## src/rtl/uart_rx_cfg_if.sv

```systemverilog
// Receiver-side bundle: serial line and consumer acknowledge in, received word and status flags out.
// The master modport drives RX/clr_rdy; the slave modport is the receiver.
interface uart_rx_cfg_if #(
    parameter int DATA_BITS = 8
);
    logic                 RX;
    logic                 clr_rdy;
    logic [DATA_BITS-1:0] rx_data;
    logic                 rdy;
    logic                 parity_err;
    logic                 frame_err;
    logic                 overrun;

    modport master (
        output RX,
        output clr_rdy,
        input  rx_data,
        input  rdy,
        input  parity_err,
        input  frame_err,
        input  overrun
    );

    modport slave (
        input  RX,
        input  clr_rdy,
        output rx_data,
        output rdy,
        output parity_err,
        output frame_err,
        output overrun
    );
endinterface

```

## src/rtl/uart_rx_cfg.sv

```systemverilog
// Configurable UART receiver (baud divisor, 5..9 data bits, none/odd/even parity) with error flags.
// rdy rises 3 + BAUD_DIV/2 + frame_bits*BAUD_DIV clk after the start edge; no backpressure, a busy consumer only raises overrun.
module uart_rx_cfg #(
    parameter int BAUD_DIV  = 2604,
    parameter int DATA_BITS = 8,
    parameter int PARITY    = 0
) (
    input  logic          clk,
    input  logic          rst_n,
    uart_rx_cfg_if.slave  bus
);
    localparam int CW = $clog2(BAUD_DIV);
    localparam int BW = $clog2(DATA_BITS + 1);
    localparam logic [CW-1:0] HALF_LOAD = CW'(BAUD_DIV / 2 - 1);
    localparam logic [CW-1:0] FULL_LOAD = CW'(BAUD_DIV - 1);
    localparam logic [BW-1:0] LAST_BIT  = BW'(DATA_BITS - 1);

    localparam logic [2:0] S_IDLE  = 3'd0;
    localparam logic [2:0] S_START = 3'd1;
    localparam logic [2:0] S_DATA  = 3'd2;
    localparam logic [2:0] S_PAR   = 3'd3;
    localparam logic [2:0] S_STOP  = 3'd4;

    logic                 rx_meta;
    logic                 rxs;
    logic [2:0]           state;
    logic [CW-1:0]        cnt;
    logic [BW-1:0]        bit_cnt;
    logic [DATA_BITS-1:0] shreg;
    logic                 par_bit;
    logic                 armed;
    logic                 expiry;

    assign expiry = (cnt == '0);

    always_ff @(posedge clk or negedge rst_n) begin
        if (!rst_n) begin
            rx_meta <= 1'b1;
            rxs     <= 1'b1;
        end else begin
            rx_meta <= bus.RX;
            rxs     <= rx_meta;
        end
    end

    always_ff @(posedge clk or negedge rst_n) begin
        if (!rst_n) begin
            state          <= S_IDLE;
            cnt            <= '0;
            bit_cnt        <= '0;
            shreg          <= '0;
            par_bit        <= 1'b0;
            armed          <= 1'b0;
            bus.rx_data    <= '0;
            bus.rdy        <= 1'b0;
            bus.parity_err <= 1'b0;
            bus.frame_err  <= 1'b0;
            bus.overrun    <= 1'b0;
        end else begin
            if (bus.clr_rdy) begin
                bus.rdy     <= 1'b0;
                bus.overrun <= 1'b0;
            end
            case (state)
                S_IDLE: begin
                    // armed blocks a held-low line (break) from re-triggering until it goes high
                    if (rxs) begin
                        armed <= 1'b1;
                    end else if (armed) begin
                        cnt   <= HALF_LOAD;
                        state <= S_START;
                    end
                end
                S_START: begin
                    if (!expiry) begin
                        cnt <= cnt - 1'b1;
                    end else if (rxs) begin
                        state <= S_IDLE;
                    end else begin
                        cnt     <= FULL_LOAD;
                        bit_cnt <= '0;
                        state   <= S_DATA;
                    end
                end
                S_DATA: begin
                    if (!expiry) begin
                        cnt <= cnt - 1'b1;
                    end else begin
                        shreg   <= {rxs, shreg[DATA_BITS-1:1]};
                        cnt     <= FULL_LOAD;
                        bit_cnt <= bit_cnt + 1'b1;
                        if (bit_cnt == LAST_BIT) begin
                            state <= (PARITY != 0) ? S_PAR : S_STOP;
                        end
                    end
                end
                S_PAR: begin
                    if (!expiry) begin
                        cnt <= cnt - 1'b1;
                    end else begin
                        par_bit <= rxs;
                        cnt     <= FULL_LOAD;
                        state   <= S_STOP;
                    end
                end
                S_STOP: begin
                    if (!expiry) begin
                        cnt <= cnt - 1'b1;
                    end else begin
                        // completion overrides a coincident clr_rdy: the set wins
                        bus.rx_data    <= shreg;
                        bus.frame_err  <= ~rxs;
                        bus.parity_err <= (PARITY != 0) && ((^shreg ^ par_bit) != (PARITY == 1));
                        bus.rdy        <= 1'b1;
                        bus.overrun    <= bus.rdy & ~bus.clr_rdy;
                        armed          <= rxs;
                        state          <= S_IDLE;
                    end
                end
                default: state <= S_IDLE;
            endcase
        end
    end
endmodule
```

## src/flat_wrapper.sv

```systemverilog
// flat-port wrapper written by rule: the top's interface ports become plain ports
module uart_rx_cfg_flat 
#(
    parameter int BAUD_DIV  = 2604,
    parameter int DATA_BITS = 8,
    parameter int PARITY    = 0
)
  (clk, rst_n, bus_RX, bus_clr_rdy, bus_rx_data, bus_rdy, bus_parity_err, bus_frame_err, bus_overrun);
  uart_rx_cfg_if #(.DATA_BITS(DATA_BITS)) bus_i ();
  input  logic clk;
  input  logic rst_n;
  input wire logic [$bits(bus_i.RX)-1:0] bus_RX;
  input wire logic [$bits(bus_i.clr_rdy)-1:0] bus_clr_rdy;
  output wire logic [$bits(bus_i.rx_data)-1:0] bus_rx_data;
  output wire logic [$bits(bus_i.rdy)-1:0] bus_rdy;
  output wire logic [$bits(bus_i.parity_err)-1:0] bus_parity_err;
  output wire logic [$bits(bus_i.frame_err)-1:0] bus_frame_err;
  output wire logic [$bits(bus_i.overrun)-1:0] bus_overrun;
  assign bus_i.RX = bus_RX;
  assign bus_i.clr_rdy = bus_clr_rdy;
  assign bus_rx_data = bus_i.rx_data;
  assign bus_rdy = bus_i.rdy;
  assign bus_parity_err = bus_i.parity_err;
  assign bus_frame_err = bus_i.frame_err;
  assign bus_overrun = bus_i.overrun;
  uart_rx_cfg #(.BAUD_DIV(BAUD_DIV), .DATA_BITS(DATA_BITS), .PARITY(PARITY)) u_core (.clk(clk), .rst_n(rst_n), .bus(bus_i));
endmodule
```

## config.mk

```make
export PLATFORM = sky130hd
export DESIGN_NAME = uart_rx_cfg_flat
export DESIGN_NICKNAME = d
export VERILOG_FILES = /design/src/rtl/uart_rx_cfg_if.sv /design/src/rtl/uart_rx_cfg.sv /design/src/flat_wrapper.sv
export SDC_FILE = /design/constraint.sdc
export NUM_CORES = 1
export LEC_CHECK = 0
export CELL_PAD_IN_SITES_DETAIL_PLACEMENT = 0
export CELL_PAD_IN_SITES_GLOBAL_PLACEMENT = 2
export CORE_ASPECT_RATIO = 1.2
export CORE_MARGIN = 2
export CORE_UTILIZATION = 40
export CTS_BUF_LIST = sky130_fd_sc_hd__clkbuf_16
export DETAILED_ROUTE_END_ITERATION = 6
export HOLD_SLACK_MARGIN = 0.02
export PLACE_DENSITY = 0.88
export SYNTH_ARGS = -nofsm -noshare
export SYNTH_HDL_FRONTEND = slang
export SYNTH_SLANG_ARGS = --single-unit
```

## constraint.sdc

```tcl
create_clock -name clk -period 5.55 [get_ports clk]
set_input_delay 1.11 -clock clk [delete_from_list [all_inputs] [get_ports clk]]
set_output_delay 1.11 -clock clk [all_outputs]
set_load 0.1 [all_outputs]
```

### Word level (Yosys, flattened, before mapping)

Cells that the tools add are included.

* register bits after elaboration: 41
* latch bits: 0
* bits in writable memories: 0
* bits in read-only memories: 0
* output and inout port bits: 12
* memories kept: 0

* add/sub/neg operators: 2
* multiply operators: 0
* div/mod/pow operators: 0
* $lt $le $gt $ge: 0
* equality and inequality tests: 16
* shifts and indexed selects: 0
* multiplexer cells: 29
* bitwise gates (word level): 3
* reduce and logical (&&, ||, !) cells: 12

Operator list (count)
* $mux W12: 6
* $pmux W12 S4: 1
* $mux W3: 7
* $pmux W3 S5: 1
* $ne A2 B1 Y1 const B: 7
* $logic_not A12 Y1: 1
* $mux W4: 3
* $sub A12 B1 Y12 const B: 1
* $mux W1: 8
* $pmux W4 S2: 1
* $reduce_and A7 Y1: 1
* $eq A3 B2 Y1 const B: 2
* $ne A2 B2 Y1 const B: 3
* $reduce_and A5 Y1: 1
* $add A4 B1 Y4 const B: 1
* $eq A4 B3 Y1 const B: 1
* $reduce_and A2 Y1: 2
* $reduce_and A4 Y1: 1
* $reduce_bool A2 Y1: 2
* $reduce_bool A4 Y1: 1
* $eq A3 B1 Y1 const B: 1
* $eq A3 B3 Y1 const B: 1
* $logic_not A3 Y1: 1
* $ne A3 B3 Y1 const B: 1
* other kinds (6): 7

### Logic depth before layout (Yosys ltp)

Gate-level depths: netlist (run 1).

* word-level depth: 4
* mapped depth: 8
* depth with buffers taken out: 7

### Worst setup path before layout (run 1)

OpenSTA, ideal clock, no wires.

* path type: flip-flop to flip-flop
* start point: reg u_core.cnt[0]
* end point: reg u_core.cnt[7]
* setup time: 131 ps
* data arrival time: 2013 ps
* data required time: 5419 ps
* slack: 3406 ps
* stages on the path, launching flop included: 8
* buffers on the path: 0
* clock period less this slack: 2144 ps
* cell sequence: dfrtp_1 > inv_1 > ha_1 > or4b_1 > or4_4 > and3_1 > o31ai_2 > o31ai_1

* word-level cells in the longest chain between the ends: 3

RTL lines
* start, declared: line uart_rx_cfg.sv:27 `logic [CW-1:0] cnt;`
* start signal, assigned: line uart_rx_cfg.sv:76 `cnt <= cnt - 1'b1;`
* start signal, assigned: line uart_rx_cfg.sv:87 `cnt <= cnt - 1'b1;`
* start signal, assigned: line uart_rx_cfg.sv:99 `cnt <= cnt - 1'b1;`
* $sub A12 B1 Y12 / $logic_not A12 Y1 (equally long branches)
* $mux W12, or another cell as far along: line uart_rx_cfg.sv:107 `if (!expiry) begin`
* $pmux W12 S4 / $reduce_and A5 Y1 (equally long branches)

Parallel ways exist; a longest one is shown, timed or not. The select of a mux whose other input is x is not followed.
A chain may end at the register's enable or synchronous reset.

### Worst setup path in the final report (run 1)

* start point: reg u_core.cnt[0]
* end point: reg u_core.bus.rx_data[7]

* word-level cells in the longest chain between the ends: 2

RTL lines
* $logic_not A12 Y1: line uart_rx_cfg.sv:34 `assign expiry = (cnt == '0);`
* $reduce_and A2 Y1 (no source line)
* end signal, assigned: line uart_rx_cfg.sv:111 `bus.rx_data <= shreg;`
* end, declared: line uart_rx_cfg_if.sv:27 `output rx_data,`

No other way between the ends.

==> results.sh, run 1 <==
export IMPL_status="finished, final reports clean"
export IMPL_ff2ff_path_depth=6
export IMPL_fmax_mhz=314
export IMPL_rr_endpoint="u_core.bus.rx_data[7]"
export IMPL_overflow=0
export IMPL_avgViaCountPerCell=5.74
export IMPL_finalSetupViolCount=0
export IMPL_ioPinCount=16
export IMPL_start_kind="register"
export IMPL_dieArea_um2=5810
export IMPL_die_w_um=69.9
export IMPL_mostFrequentLayoutCell="dfrtp_1"
export IMPL_ant_nets=0
export IMPL_crit_buf_inv=1
export IMPL_gp_congestion=0.859
export IMPL_min_period_ps=3190
export IMPL_antenna_cells=0
export IMPL_r2r_setup_slack_ps=2360
export IMPL_synth_edf_count=0
export IMPL_cts_tree="done"
export IMPL_initial_utilization_pct=41.9
export IMPL_nets=224
export IMPL_synth_cells=205
export IMPL_antenna_found_initial=0
export IMPL_fin_skew_ps=5.79
export IMPL_drt_iter0_markers=95
export IMPL_swShare_pct=32.3
export IMPL_area_growth_syn_to_layout_pct=15.2
export IMPL_worst_path_stages=6
export IMPL_critPathTopFamily="simple AND/OR/NAND/NOR gates"
export IMPL_synth_seq_cells=41
export IMPL_path_cells="inv_1 > ha_1 > or4b_1 > nor4_2 > nand3_1 > mux2_4"
export IMPL_p_per_area_nw_per_um2=350
export IMPL_holdWs_ps=357
export IMPL_grt_setup_unrepaired="false"
export IMPL_clk_pin_slew_worst_paths_ps=60
export IMPL_cts_resized=0
export IMPL_power_leakage_nw=1.08
export IMPL_criticalPathCategory="register to register"
export IMPL_clkPwrFrac_pct=34.6
export IMPL_hold_class="register to register"
export IMPL_worstPathArrival_ps=3350
export IMPL_grt_max_degree=42
export IMPL_ctsHoldBuffers=0
export IMPL_clock_sinks=41
export IMPL_crit_fanout=12
export IMPL_drive_above_1_share_pct=17.0
export IMPL_clock_latency_ps=280
export IMPL_worst_pin_slew_ps=984
export IMPL_netlist_area_um2=2080
export IMPL_synth_cell_types=46
export IMPL_startpoint="u_core.cnt[0]"
export IMPL_synth_main_ff_cell="dfrtp_1"
export IMPL_ir_drop_uv=163
export IMPL_cp_required_ps=5720
export IMPL_slowest_stage="nor4_2"
export IMPL_finalSetupTns_ps=0
export IMPL_final_cell_mix="39 x dfrtp_1, 22 x nand2_1, 19 x nor2_1"
export IMPL_seqPwrFrac_pct=45.2
export IMPL_maxCapViolCount=0
export IMPL_drc=0
export IMPL_drt_total_wl_um=4570
export IMPL_portBuffers=14
export IMPL_die_height_um=83.1
export IMPL_num_rows=28
export IMPL_slew_violations=0
export IMPL_yosys_warnings=0
export IMPL_drt_first_pass_iters=4
export IMPL_cts_root_buffer="clkbuf_16"
export IMPL_clock_path_buffers=2
export IMPL_combPwrFrac_pct=20.2
export IMPL_p_sw_w=0.000271
export IMPL_htreeDepth=2
export IMPL_vias=1597
export IMPL_synthArstFlopShare_pct=100
export IMPL_finalHoldViolations=0
export IMPL_cts_setup_buffers=0
export IMPL_p_int_w=0.000570
export IMPL_ys_seq_area_share_pct=49.3
export IMPL_rr_startpoint="u_core.cnt[0]"
export IMPL_cts_buffers=5
export IMPL_syn_nets=212
export IMPL_synth_area_per_cell_um2=10.2
export IMPL_track_usage_pct=16.4
export IMPL_period_share_pct=57.4
export IMPL_grt_pass1_vias=1579
export IMPL_wl_per_cell_um=16.4
export IMPL_max_slew_margin_pct=34.2
export IMPL_core_um2=4970
export IMPL_grt_pass1_wl_um=7620
export IMPL_end_kind="register"
export IMPL_hpwl_um=3270
export IMPL_critPathCapture="u_core.bus.rx_data[7]"
export IMPL_slowest_delay_ps=730
-- sequential cells by signal (all words and copies together), names as in the netlist --
register / cells
u_core.state: 3
u_core.bus.frame_err: 1
u_core.bit_cnt: 4
u_core.bus.rx_data: 8
u_core.armed: 1
u_core.rx_meta: 1
u_core.cnt: 12
u_core.shreg: 8
u_core.bus.rdy: 1
u_core.rxs: 1
u_core.bus.overrun: 1
-- worst register-to-register path, delay by kind of cell (launching register included) --
kind	cells	cell delay, ps
multiplexers	1	490
flip-flops	1	420
buffers and inverters	1	120
adder cells (fa/ha/maj)	1	140
AND/OR/NAND/NOR	3	1900
-- per-stage QoR --
step / instance area [um^2] / power [W] / instances / setup WS, ps / utilization [%]
after detailed placement: 2250 / 0.000551 / 270 / 2360 / 45.3
after global routing: 2400 / 0.000889 / 278 / 2080 / 48.3
after global placement: 2250 / 0.000541 / 270 / 2480 / 45.3
final: 2400 / 0.000841 / 278 / 2360 / 48.3
after floorplan: 2080 / 0.000503 / 205 / 3410 / -
after CTS: 2400 / 0.000843 / 278 / 2360 / 48.3
-- cell type report --
cell class | instances | area (um^2)
clock buffers | 5 | 125
clock inverters | 3 | 25.0
fillers | 462 | 2570
inverters | 6 | 22.5
multi-input cells | 149 | 991
flip-flops and latches | 41 | 1030
well taps | 60 | 75.1
repair buffers | 14 | 135
-- power groups by stage --
stage	Sequential (W)	Clock (W)	Combinational, W
finish	0.000380	0.000291	0.000170
global route	0.000385	0.000312	0.000193
CTS	0.000378	0.000297	0.000169
detailed placement	0.000382	0	0.000168
global placement	0.000380	0	0.000161
floorplan	0.000363	0	0.000140
-- Yosys cell counts, types with 4 or more instances --
cell type  number  area [um^2]
nor2_1         19         71.3
dfrtp_1        39          976
a21oi_1         9         45.0
mux2_2          9          101
o21ai_0        13         65.1
nand2_1        22         82.6
a31oi_1         7         43.8
inv_1           6         22.5
o31ai_1         4         30.0
nand3_1         5         25.0
mux2_4          6         90.1
nor3_1          5         25.0
clkbuf_1        6         22.5
-- metal layers --
metal  vias to the layer above  global-route usage [%]  share of wire, %
li1                        753                       -                 -
met1                       786                    19.0                41
met2                        48                    28.5                52
met3                        10                    4.25               4.2
met4                         0                    6.99               2.4
met5                         -                       0                 0
-- kinds of logic (layout without fill, tap and decap cells) --
logic type      count (synthesis)  count (layout)  synth area share, %
simple gates                   79              79                 20.5
compound gates                 45              45                 13.3
flops                          41              41                 49.3
mux                            16              16                 9.66
buf+inv                        15              28                 3.12
xor+xnor                        5               5                 2.10
fa+ha+maj                       3               3                 1.80
other cells                     1               1                0.180
-- worst min-delay path by stage --
stage | start | end | cells past startpoint
after floorplan | u_core.rx_meta | u_core.rxs | 0
after CTS | u_core.rx_meta | u_core.rxs | 0
after detailed placement | u_core.rx_meta | u_core.rxs | 0
after global placement | u_core.rx_meta | u_core.rxs | 0
final | u_core.rx_meta | u_core.rxs | 0
after global routing | u_core.rx_meta | u_core.rxs | 0
Note: power is estimated with default switching activity, not from simulation.
==> run 2: changes to the inputs <==
- CORE_UTILIZATION: 40 -> 37
- PLACE_DENSITY: 0.88 -> 0.83
- clock period: 5.55 -> 3.3 ns (I/O delays scaled with it)
==> results.sh, run 2 (synthesis gave the netlist of run 1 again) <==
export IMPL_slew_violations=0
export IMPL_power_leakage_nw=1.11
export IMPL_crit_fanout=12
export IMPL_final_cell_mix="39 x dfrtp_1, 22 x nand2_1, 19 x nor2_1"
export IMPL_start_kind="register"
export IMPL_grt_use_met1_pct=19.2
export IMPL_mostFrequentLayoutCell="dfrtp_1"
export IMPL_clock_path_buffers=2
export IMPL_clock_latency_ps=280
export IMPL_cts_tree="done"
export IMPL_grt_pass1_vias=1510
export IMPL_cts_setup_buffers=0
export IMPL_fmax_mhz=383
export IMPL_avgViaCountPerCell=5.41
export IMPL_max_slew_margin_pct=38.1
export IMPL_ctsHoldBuffers=0
export IMPL_final_design_area_no_fill_um2=2380
export IMPL_maxCapViolCount=0
export IMPL_largest_reg_flops=12
export IMPL_min_period_ps=2610
export IMPL_drt_first_pass_iters=4
export IMPL_criticalPathCategory="register to register"
export IMPL_antenna_cells=0
export IMPL_period_share_pct=79.2
export IMPL_die_height_um=86.2
export IMPL_worst_pin_slew_ps=929
export IMPL_overflow=0
export IMPL_multi_input_area_um2=991
export IMPL_cp_required_ps=3460
export IMPL_die_w_um=72.5
export IMPL_worstPathArrival_ps=2780
export IMPL_num_rows=29
export IMPL_end_kind="register"
export IMPL_finalHoldViolations=0
export IMPL_grt_max_degree=42
export IMPL_grt_busiest_layer="met2"
export IMPL_htreeDepth=2
export IMPL_cts_buffers=5
export IMPL_reg_top3="u_core.cnt (12), u_core.bus.rx_data (8), u_core.shreg (8)"
export IMPL_ir_drop_uv=256
export IMPL_met3_usage_pct=3.95
export IMPL_gp_congestion=0.833
export IMPL_area_growth_syn_to_layout_pct=14.2
export IMPL_dieArea_um2=6250
export IMPL_grt_pass1_wl_um=7400
export IMPL_drt_iter0_markers=59
export IMPL_vias=1520
export IMPL_drc=0
export IMPL_postPlaceCellArea_um2=2230
export IMPL_clk_pin_slew_worst_paths_ps=60
export IMPL_drt_total_wl_um=4260
export IMPL_initial_utilization_pct=38.8
export IMPL_clock_sinks=41
export IMPL_wl_per_cell_um=15.2
export IMPL_core_um2=5370
export IMPL_fill_cells=525
export IMPL_nets=225
export IMPL_antenna_found_initial=0
export IMPL_ioPinCount=16
export IMPL_regMostFlops="u_core.cnt"
export IMPL_grt_setup_unrepaired="false"
export IMPL_met2_usage_pct=25.2
export IMPL_fin_skew_ps=3.80
export IMPL_portBuffers=14
export IMPL_cts_resized=0
export IMPL_ant_nets=0
export IMPL_status="finished, final reports clean"
export IMPL_finalSetupTns_ps=0
export IMPL_track_usage_pct=15.4
export IMPL_cts_root_buffer="clkbuf_16"
export IMPL_finalSetupViolCount=0
export IMPL_hpwl_um=3030
export IMPL_seqCellArea_um2=1030
export IMPL_drive_above_1_share_pct=22.4
export IMPL_hold_class="register to register"
export IMPL_p_per_area_nw_per_um2=588
==> run 2: changes by cell type in the layout (fill, tap and decap cells not counted) <==
cell,delta
clkinv_2,+1
buf_4,+12
clkdlybuf4s50_1,-11
clkinv_4,-1
==> run 2: routing by layer <==
layer  vias to the layer above  share of wire, %
met5                         -                 0
li1                        753                 -
met4                         0               2.4
met2                        23                49
met1                       733                46
met3                        11               2.7
==> run 2: worst paths after layout <==
kind                       slack (ps)  cells past startpoint                     to      startpoint
max                               690                      7  u_core.bus.rx_data[7]   u_core.cnt[0]
min                               360                      0             u_core.rxs  u_core.rx_meta
max reg2reg                       690                      7  u_core.bus.rx_data[7]   u_core.cnt[0]
min reg2reg                       360                      0             u_core.rxs  u_core.rx_meta
max in group asynchronous        2200                      1        u_core.state[1]           rst_n
min in group asynchronous         510                      1        u_core.shreg[0]           rst_n
==> run 2: worst max-delay path: stages (launching register included) <==
cell     delay, ps
dfrtp_1        410
inv_1          110
ha_1           140
or4b_1         530
nor4_2         160
buf_4          210
nand3_1        460
mux2_4         470
==> run 2: where the power goes <==
part / internal [W] / switching, W / total [W]
Combinational: 0.000115 / 0.000165 / 0.000280
Sequential: 0.000560 / 0.0000771 / 0.000637
Clock: 0.000281 / 0.000201 / 0.000483
Total: 0.000956 / 0.000443 / 0.00140
==> run 2: metrics by stage <==
step                      hold slack [ps]  instances  setup slack, ps  util (%)  total power (W)
after global routing                  369        281              534      44.3          0.00149
after CTS                             366        281              646      44.3          0.00142
after global placement                355        273              695      41.6         0.000926
final                                 364        281              686      44.3          0.00140
after detailed placement              357        273              653      41.6         0.000924
after floorplan                       345        205             1160         -         0.000846
==> run 2: area by class of cell <==
type / instances / area share, %
clock buffers: 5 / 5.25
clock inverters: 3 / 0.893
inverters: 6 / 0.946
multi-input cells: 149 / 41.6
flip-flops and latches: 41 / 43.2
well taps: 62 / 3.26
repair buffers: 15 / 4.83
==> run 3: changes to the inputs <==
- CORE_UTILIZATION: 37 -> 34
- PLACE_DENSITY: 0.83 -> 0.8
- clock period: 3.3 -> 2.3 ns (I/O delays scaled with it)
==> results.sh, run 3 (synthesis gave the netlist of run 1 again) <==
export IMPL_grt_pass1_wl_um=8000
export IMPL_core_um2=5970
export IMPL_die_height_um=89.8
export IMPL_clock_latency_ps=280
export IMPL_crit_fanout=4
export IMPL_track_usage_pct=15.4
export IMPL_antenna_cells=0
export IMPL_fill_cells=598
export IMPL_total_power_w=0.00212
export IMPL_pre_cts_slack_ps=84.7
export IMPL_p_int_w=0.00144
export IMPL_power_leakage_nw=1.23
export IMPL_start_kind="register"
export IMPL_grt_max_degree=42
export IMPL_die_w_um=75.5
export IMPL_hpwl_um=3400
export IMPL_cts_root_buffer="clkbuf_16"
export IMPL_regMostFlops="u_core.cnt"
export IMPL_antenna_found_initial=0
export IMPL_p_sw_w=0.000675
export IMPL_min_period_ps=2160
export IMPL_maxCapViolCount=0
export IMPL_mostFrequentLayoutCell="dfrtp_1"
export IMPL_finalSetupTns_ps=0
export IMPL_ioPinCount=16
export IMPL_seqCellArea_um2=1030
export IMPL_gp_congestion=0.777
export IMPL_final_cell_mix="39 x dfrtp_1, 29 x buf_4, 22 x nand2_1"
export IMPL_fin_skew_ps=3.68
export IMPL_cts_setup_buffers=0
export IMPL_portBuffers=14
export IMPL_clock_path_buffers=2
export IMPL_max_slew_margin_pct=64.9
export IMPL_drt_first_pass_iters=4
export IMPL_clk_pin_slew_worst_paths_ps=60
export IMPL_status="finished, final reports clean"
export IMPL_dp_cells=310
export IMPL_ant_nets=0
export IMPL_period_share_pct=94.1
export IMPL_seqPwrFrac_pct=41.7
export IMPL_avgViaCountPerCell=5.10
export IMPL_cp_required_ps=2470
export IMPL_finalHoldViolations=0
export IMPL_clock_sinks=41
export IMPL_overflow=0
export IMPL_swShare_pct=31.9
export IMPL_largest_reg_flops=12
export IMPL_grt_setup_unrepaired="false"
export IMPL_vias=1621
export IMPL_worst_pin_slew_ps=527
export IMPL_finalSetupViolCount=0
export IMPL_grt_pass1_vias=1589
export IMPL_end_kind="register"
export IMPL_fmax_mhz=462
export IMPL_drc=0
export IMPL_cts_tree="done"
export IMPL_drt_total_wl_um=4800
export IMPL_drt_iter0_markers=68
export IMPL_clkPwrFrac_pct=32.8
export IMPL_ctsHoldBuffers=0
export IMPL_finalWorstSetupSlack_ps=136
export IMPL_area_growth_syn_to_layout_pct=22.6
export IMPL_ir_drop_uv=435
export IMPL_htreeDepth=2
export IMPL_wl_per_cell_um=15.1
export IMPL_reg_top3="u_core.cnt (12), u_core.bus.rx_data (8), u_core.shreg (8)"
export IMPL_num_rows=31
export IMPL_drive_above_1_share_pct=28.4
export IMPL_dieArea_um2=6780
export IMPL_slew_violations=0
export IMPL_p_per_area_nw_per_um2=829
export IMPL_multi_input_area_um2=1010
export IMPL_cts_buffers=5
export IMPL_worstPathArrival_ps=2340
export IMPL_holdWs_ps=244
export IMPL_hold_class="input port to asynchronous set/reset pin"
export IMPL_stdcell_count=318
export IMPL_nets=242
export IMPL_initial_utilization_pct=34.9
export IMPL_combPwrFrac_pct=25.5
export IMPL_criticalPathCategory="register to register"
==> run 3: power groups by stage <==
stage	registers [W]	clock network, W	logic, W
after floorplan	0.000875	0	0.000338
after global placement	0.000896	0	0.000527
after detailed placement	0.000892	0	0.000525
after CTS	0.000880	0.000716	0.000527
after global routing	0.000890	0.000751	0.000607
final	0.000883	0.000695	0.000539
==> run 3: layout make-up <==
class	count	share of cell area, %
Inverter	6	0.881
Timing Repair Buffer	32	9.50
Multi-Input combinational cell	149	39.6
Clock inverter	3	0.833
Sequential cell	41	40.3
Tap cell	82	4.02
Clock buffer	5	4.90
==> run 3: stage by stage <==
step | util (%) | instance area, um^2
after floorplan | - | 2080
after global placement | 40.0 | 2390
after detailed placement | 40.0 | 2390
after CTS | 42.4 | 2530
after global routing | 42.8 | 2550
final | 42.8 | 2550
==> run 3: worst max-delay path, cell delays in order (launching register included) <==
cell	delay, ps
dfrtp_1	380
inv_1	100
ha_1	140
or4b_4	500
or4_4	480
nor2b_4	180
nor2_2	80
a22o_1	200
==> run 3: path summary, 6_finish.rpt <==
| path | startpoint | end | slack [ps] | cells past startpoint |
|---|---|---|---|---|
| min in group clk | u_core.rx_meta | u_core.rxs | 350 | 0 |
| hold reg to reg | u_core.rx_meta | u_core.rxs | 350 | 0 |
| setup reg to reg | u_core.cnt[1] | u_core.cnt[1] | 140 | 7 |
| hold / removal | rst_n | u_core.shreg[0] | 240 | 2 |
| setup / recovery | u_core.cnt[1] | u_core.cnt[1] | 140 | 7 |
| max in group asynchronous | rst_n | u_core.rx_meta | 1680 | 2 |
==> run 3: what timing repair did <==
| item | in CTS | in global routing |
|---|---|---|
| endpoints found under the setup margin | 0 | 14 |
| gates resized for setup | 0 | 4 |
| endpoints found under the hold margin | 0 | 0 |
==> run 3: metal layers <==
| layer | global-route usage (%) | wire [um] | up-vias | share of wire [%] |
|---|---|---|---|---|
| met4 | 4.97 | 89 | 0 | 1.9 |
| met1 | 20.1 | 2170 | 808 | 45 |
| li1 | - | - | 785 | - |
| met2 | 25.0 | 2430 | 20 | 51 |
| met3 | 3.14 | 118 | 8 | 2.5 |
| met5 | 0 | 0 | - | 0 |
